$ cat src/rtl/memory_board_gen.sv
// Memory Matrix board generator: builds a random 4x4 tile mask with a clamped
// number of lit tiles, shows it for SHOW_CYCLES, then holds it for guessing.
module memory_board_gen #(
  parameter int          SHOW_CYCLES = 100_000_000,
  parameter logic [15:0] LFSR_SEED   = 16'hACE1
) (
  input  logic        clk,
  input  logic        reset,
  input  logic        start,
  input  logic [4:0]  num_tiles,
  output logic [15:0] board,
  output logic        show,
  output logic        ready,
  output logic        busy
);

  localparam int TW = $clog2(SHOW_CYCLES + 1);

  typedef enum logic [1:0] {IDLE, GEN, SHOW, READY} state_t;

  state_t          r_state;
  logic [15:0]     r_lfsr;
  logic [15:0]     r_board;
  logic [3:0]      r_count;
  logic [3:0]      r_target;
  logic [TW-1:0]   r_timer;

  logic [15:0]     w_lfsr_nxt;
  logic [3:0]      w_idx;
  logic [3:0]      w_target;

  // Galois LFSR, taps x^16+x^14+x^13+x^11+1; runs in every state so start timing seeds the board
  assign w_lfsr_nxt = (r_lfsr >> 1) ^ (r_lfsr[0] ? 16'hB400 : 16'h0000);
  assign w_idx      = r_lfsr[3:0];
  assign w_target   = (num_tiles == 5'd0)  ? 4'd1  :
                      (num_tiles >= 5'd16) ? 4'd15 : num_tiles[3:0];

  always_ff @(posedge clk) begin
    if (!reset) begin
      r_state  <= IDLE;
      r_lfsr   <= LFSR_SEED;
      r_board  <= '0;
      r_count  <= '0;
      r_target <= '0;
      r_timer  <= '0;
    end else begin
      r_lfsr <= w_lfsr_nxt;
      case (r_state)
        IDLE, READY: begin
          if (start) begin
            r_target <= w_target;
            r_board  <= '0;
            r_count  <= '0;
            r_state  <= GEN;
          end
        end
        GEN: begin
          // duplicate nibbles leave the board and count untouched, costing one cycle
          if (!r_board[w_idx]) begin
            r_board[w_idx] <= 1'b1;
            r_count        <= r_count + 4'd1;
            if (r_count + 4'd1 == r_target) begin
              r_state <= SHOW;
              r_timer <= TW'(SHOW_CYCLES - 1);
            end
          end
        end
        SHOW: begin
          if (r_timer == '0) r_state <= READY;
          else               r_timer <= r_timer - TW'(1);
        end
        default: r_state <= IDLE;
      endcase
    end
  end

  assign show  = (r_state == SHOW);
  assign ready = (r_state == READY);
  assign busy  = (r_state == GEN) || (r_state == SHOW);
  // partial boards stay hidden while GEN is filling them in
  assign board = (show || ready) ? r_board : 16'h0000;

endmodule

$ cat config.mk
export PLATFORM = sky130hd
export DESIGN_NAME = memory_board_gen
export DESIGN_NICKNAME = d
export VERILOG_FILES = /design/src/rtl/memory_board_gen.sv
export SDC_FILE = /design/constraint.sdc
export NUM_CORES = 1
export LEC_CHECK = 0
export BUFFER_PORTS_ARGS = -buffer_cell sky130_fd_sc_hd__buf_2
export CAP_MARGIN = 20
export CORE_ASPECT_RATIO = 1.75
export CORE_MARGIN = 5
export CORE_UTILIZATION = 55
export DETAILED_ROUTE_END_ITERATION = 7
export MAX_ROUTING_LAYER = met4
export PLACE_DENSITY = 0.75
export SETUP_SLACK_MARGIN = 0.3
export SYNTH_ARGS = -nofsm -noshare
export SYNTH_HDL_FRONTEND = slang
export SYNTH_SLANG_ARGS = --single-unit
$ cat constraint.sdc
create_clock -name clk -period 4 [get_ports clk]
set_input_delay 0.4 -clock clk [delete_from_list [all_inputs] [get_ports clk]]
set_output_delay 0.4 -clock clk [all_outputs]
set_load 0.1 [all_outputs]
== Word level (Yosys, flattened, before mapping) ==
Cells that the tools add are included.

* Bitwise logic cells: 2
* $add $sub $neg: 2
* Order comparisons: 3
* Reductions and logical operators: 13
* Mux-type cells: 23
* Equality and inequality tests: 9

{| class="wikitable"
|+ Operator list
! kind !! count
|-
| 27-bit 2-to-1 mux || 3
|-
| 16-bit 2-to-1 mux || 4
|-
| 27-bit one-hot mux with 2 select lines || 1
|-
| 16-bit one-hot mux with 2 select lines || 1
|-
| 27-bit zero test || 1
|-
| 27-bit by 1-bit subtractor with 27-bit output, second input constant || 1
|-
| 4-bit 2-to-1 mux || 4
|-
| 16-bit bitwise OR || 1
|-
| 15-bit by 16-bit XOR with 16-bit output || 1
|-
| 2-bit 2-to-1 mux || 4
|-
| 2-bit != test, second input constant || 4
|-
| 4-bit one-hot mux with 2 select lines || 1
|-
| 4-bit AND reduction || 2
|-
| 2-bit one-hot mux with 3 select lines || 1
|-
| 5-bit greater-or-equal comparator, second input constant || 1
|-
| 5-bit zero test || 1
|-
| 4-bit by 5-bit less-than comparator with 1-bit output, second input constant || 1
|-
| 4-bit by 1-bit adder with 4-bit output, second input constant || 1
|-
| 1-bit binary-select mux with 4-bit select || 1
|-
| 1-bit demux with 4-bit select || 1
|-
| 2-bit == test, second input constant || 2
|-
| 4-bit == test || 1
|-
| 4-bit by 1-bit greater-or-equal comparator with 1-bit output, second input constant || 1
|-
| 2-bit nonzero test || 2
|-
| other kinds (9) || 11
|}

* Input port bits: 8
* Register bits after elaboration: 69
* Logic and storage cells: 58
* Output and inout bits: 19

== Depth between registers and ports, before layout ==
* Depth in word-level cells: 7
* Mapped depth: 9
* Mapped depth without buffers: 8

== Worst setup path before layout ==
No wires, ideal clock.

* Path kind: register -> output
* Start: register r_state[0]
* End: output board[10]
* Arrival: 3.326 ns
* Stages on the path, launching flop included: 7
* Slack: 0.274 ns
* Buffers on the path: 2
* Required time: 3.600 ns
* Cells stage by stage: dfxtp_1 -> inv_1 -> ha_1 -> clkbuf_1 -> nor2_1 -> clkbuf_1 -> nor2b_1

* Cells in the longest elaborated chain, start to end: 3
* Elaborated cells on any way between the ends: 4
* Classes of those cells: 2 x eq/ne; 1 x mux; 1 x reduce/logical

{| class="wikitable"
|+ RTL lines
! what !! RTL line !! text
|-
| from (decl) || 21 || <nowiki>state_t r_state;</nowiki>
|-
| from (signal assigned) || 40 || <nowiki>r_state <= IDLE;</nowiki>
|-
| from (signal assigned) || 54 || <nowiki>r_state <= GEN;</nowiki>
|-
| from (signal assigned) || 63 || <nowiki>r_state <= SHOW;</nowiki>
|-
| 2-bit == test || 77 || <nowiki>assign show = (r_state == SHOW);</nowiki>
|-
| via show || 12 || <nowiki>output logic show,</nowiki>
|-
| 1-bit logical OR || 81 || <nowiki>assign board = (show || ready) ? r_board : 16'h0000;</nowiki>
|-
| 16-bit 2-to-1 mux || 81 ||
|-
| to (decl) || 11 || <nowiki>output logic [15:0] board,</nowiki>
|}

The timed path passes the listed nets, and every way through them passes these cells.

== Final worst setup path ==
* Start: register r_lfsr[0]
* End: register r_timer[5]

* Cells in the longest elaborated chain, start to end: 4

{| class="wikitable"
|+ RTL lines
! what !! RTL line !! text
|-
| from (decl) || 22 || <nowiki>logic [15:0] r_lfsr;</nowiki>
|-
| from (signal assigned) || 47 || <nowiki>r_lfsr <= w_lfsr_nxt;</nowiki>
|-
| 1-bit binary-select mux with 4-bit select || 59 || <nowiki>if (!r_board[w_idx]) begin</nowiki>
|-
| 1-bit 2-to-1 mux (implied by the code) || 59 ||
|-
| 2-bit != test (no line) || n/a ||
|-
| 4-bit AND reduction (no line) || n/a ||
|-
| to (signal assigned) || 64 || <nowiki>r_timer <= TW'(SHOW_CYCLES - 1);</nowiki>
|-
| to (signal assigned) || 70 || <nowiki>else r_timer <= r_timer - TW'(1);</nowiki>
|-
| to (decl) || 26 || <nowiki>logic [TW-1:0] r_timer;</nowiki>
|}

Every way passes these cells. The select of a mux whose other input is x is not followed.
A chain may end at the register's enable or synchronous reset.

==> impl_metrics.json <==
{
  "ys_top_cells_by_area": "dfxtp_1 (40%), a21oi_1 (4.1%), nor2b_1 (4.0%)",
  "syn_nets": 403,
  "slew_headroom_pct": 34.7,
  "grt_start_max_net_pins": 31,
  "synth.distinct_cells": 53,
  "ir_worst_vdd_v": 0.000513,
  "crit_chain": "mux4_2, a22oi_1, nand2_1, a211oi_2, a21oi_1, a311oi_1",
  "netlist_area_mm2": 0.00341,
  "htree_num_levels": 3,
  "cpPeakStageDelay_ps": 840,
  "cts.clk_slew.worst_paths_ps": 80,
  "criticalPathCategory": "register to register",
  "rsz0062_at_grt": "false",
  "syn_avg_cell_area_um2": 8.77,
  "ant_nets": 0,
  "fmax_mhz": 332,
  "ys_warn_count": 0,
  "initialDrtViolationCount": 215,
  "status": "complete, no violations",
  "yosysTopAreaCell": "dfxtp_1",
  "antennaDiodeCount": 0,
  "multi_input_area_mm2": 0.00188,
  "clock_skew_ps": 8.27,
  "die-area_mm2": 0.00794,
  "ios": 27,
  "synth_ff_type": "dfxtp_1",
  "setup_tns_ps": 0,
  "slew_violations": 0,
  "r2r.worst_path.cells": 6,
  "leakage_nw": 1.43,
  "clk_path_buf_depth": 2,
  "ys_seq_area_share_pct": 40.5,
  "chipHeight_um": 114,
  "grt_pass1_vias": 2945,
  "wirelength_um": 8060,
  "holdPathStages": 3,
  "start_kind": "register",
  "seqCellArea_mm2": 0.00138,
  "synthArstFlopShare_pct": 0,
  "dr_total_vias": 3023,
  "min-delay-path-class": "input pin to register",
  "synth.top_cell.area_share_pct": 40.5,
  "numPortBuffers": 26,
  "synth-seq-cells": 69,
  "ctsHoldBuffers": 0,
  "initial_core_util_pct": 55.6,
  "hold_viol_final": 0,
  "post_cts_resized": 0,
  "worstMarginPinSlew_ps": 979,
  "path_max_fanout": 14,
  "cts.sinks": 69,
  "holdWs_ps": 329,
  "cts_buffers": 9,
  "antenna_found_initial": 0,
  "cts_tree": "done",
  "setup_viol": 0,
  "syn2layout_area_growth_pct": 11.5,
  "grt_pass1_wl_um": 13600,
  "viasPerCell": 6.16,
  "avgRoutedWirePerCell_um": 16.4,
  "final_nets": 420,
  "cp-end-kind": "register",
  "cp_slowest_cell": "a211oi_2",
  "cp.arrival_ps": 3260,
  "num_rows": 38,
  "fin_crit_ps": 3010,
  "clk_latency_ps": 360,
  "cts_setup_buffers": 0,
  "required_ps": 4250,
  "p_per_area_mw_per_mm2": 839,
  "post-route-util_pct": 62.0,
  "dp_hpwl_um": 5720,
  "finalCritPeriodShare_pct": 75.3,
  "gr-total-overflow": 0,
  "syn-instance-count": 389,
  "grt_usage_pct": 21.9,
  "synth_edf_count": 0,
  "firstDrtPassIters": 4,
  "root_buffer": "clkbuf_8",
  "final.fill_count": 525,
  "layout-drive-gt1-share_pct": 15.6,
  "die_w_um": 69.5,
  "coreArea_mm2": 0.00613,
  "gp_congestion": 0.905,
  "drc": 0,
  "cap_violations": 0
}
## worst max-delay path, delay by kind of cell, from the launching register on
kind,cells,cell delay [ps]
AO/OA/AOI/OAI,4,1490
flip-flops,1,650
multiplexers,1,560
AND/OR/NAND/NOR,1,190
## cells in the mapped netlist (2+ instances only)
cell       n
o21ai_0   10
nor4_1     7
o31a_1     3
dfxtp_1   69
nand2b_1  15
nor3_1    17
a21oi_1   28
o21a_1     7
nand2_1   14
mux4_2     4
or2_2      3
nor2b_1   22
a311oi_1  11
buf_6      3
nand3b_1   2
clkbuf_1  15
inv_1      8
xnor2_1    7
o221ai_1   3
nor2_1    34
buf_1      2
ha_1       6
or4_1     10
a21boi_0   3
nor3b_1    2
nand4_1    3
a22oi_1    2
a31oi_1   21
xor2_1     2
a31o_2     2
o41ai_1    4
nor4b_1    2
nand3_1    5
or3_1      3
buf_2      4
o211ai_1   3
o31ai_1    8
and2_1    10
## registers in the layout, summed over array words and instances, names as in the netlist
name and flops:
r_timer 27, r_board 16, r_lfsr 16, r_count 4, r_target 4, r_state 2
## area by class of cell
| cell class | count | area share [%] |
|---|---|---|
| clock inverters | 7 | 3.19 |
| flip-flops and latches | 69 | 36.3 |
| clock buffers | 9 | 3.26 |
| repair buffers | 31 | 4.41 |
| multi-input cells | 287 | 49.4 |
| well taps | 80 | 2.63 |
| inverters | 8 | 0.789 |
## metal layers
| layer | vias up | part of all wire, % | track usage [%] |
|---|---|---|---|
| met3 | 20 | 5.1 | 5.01 |
| met1 | 1442 | 39 | 21.9 |
| li1 | 1473 | - | - |
| met5 | - | 0 | - |
| met2 | 88 | 53 | 39.0 |
| met4 | 0 | 3.0 | 12.3 |
## cell usage in the layout (no fill, tap or decap), types with 10 or more instances in the layout
master,count
a31oi_1,21
nor2b_1,22
nand2_1,14
or4_1,10
dfxtp_1,69
o21ai_0,10
a311oi_1,11
nand2b_1,15
buf_2,26
nor3_1,17
nor2_1,34
and2_1,10
a21oi_1,28
## final timing paths
path	from	slack, ps	endpoint
worst max-delay path	r_lfsr[0]	990	r_timer[5]
worst min-delay path	num_tiles[3]	330	r_target[3]
worst max register to register	r_lfsr[0]	990	r_timer[5]
worst min register to register	r_lfsr[7]	410	r_lfsr[6]
## power breakdown
group | switching (mW) | internal (mW) | leakage (nW)
clock | 0.287 | 0.418 | 0.124
sequential | 0.164 | 0.831 | 0.566
combinational | 0.987 | 0.505 | 0.744
total | 1.44 | 1.75 | 1.43
## logic make-up (layout without fill, tap and decap cells)
| group | after synthesis | after routing | share of synthesized area [%] |
|---|---|---|---|
| XOR/XNOR | 9 | 9 | 2.31 |
| AND/OR/NAND/NOR | 156 | 156 | 25.6 |
| adder cells (fa/ha/maj) | 6 | 6 | 2.20 |
| buffers and inverters | 33 | 55 | 4.55 |
| multiplexers | 5 | 5 | 2.93 |
| AO/OA/AOI/OAI | 111 | 111 | 22.0 |
| flip-flops | 69 | 69 | 40.5 |
## per-stage QoR
stage	instance area, µm²	cells	worst slack, ps	power, mW
floorplan	3410	389	274	2.18
global placement	3550	474	1090	2.44
detailed placement	3550	474	1050	2.48
CTS	3800	490	1010	3.18
global route	3800	491	726	3.41
finish	3800	491	990	3.19
Note: power is estimated with default switching activity, not from simulation.
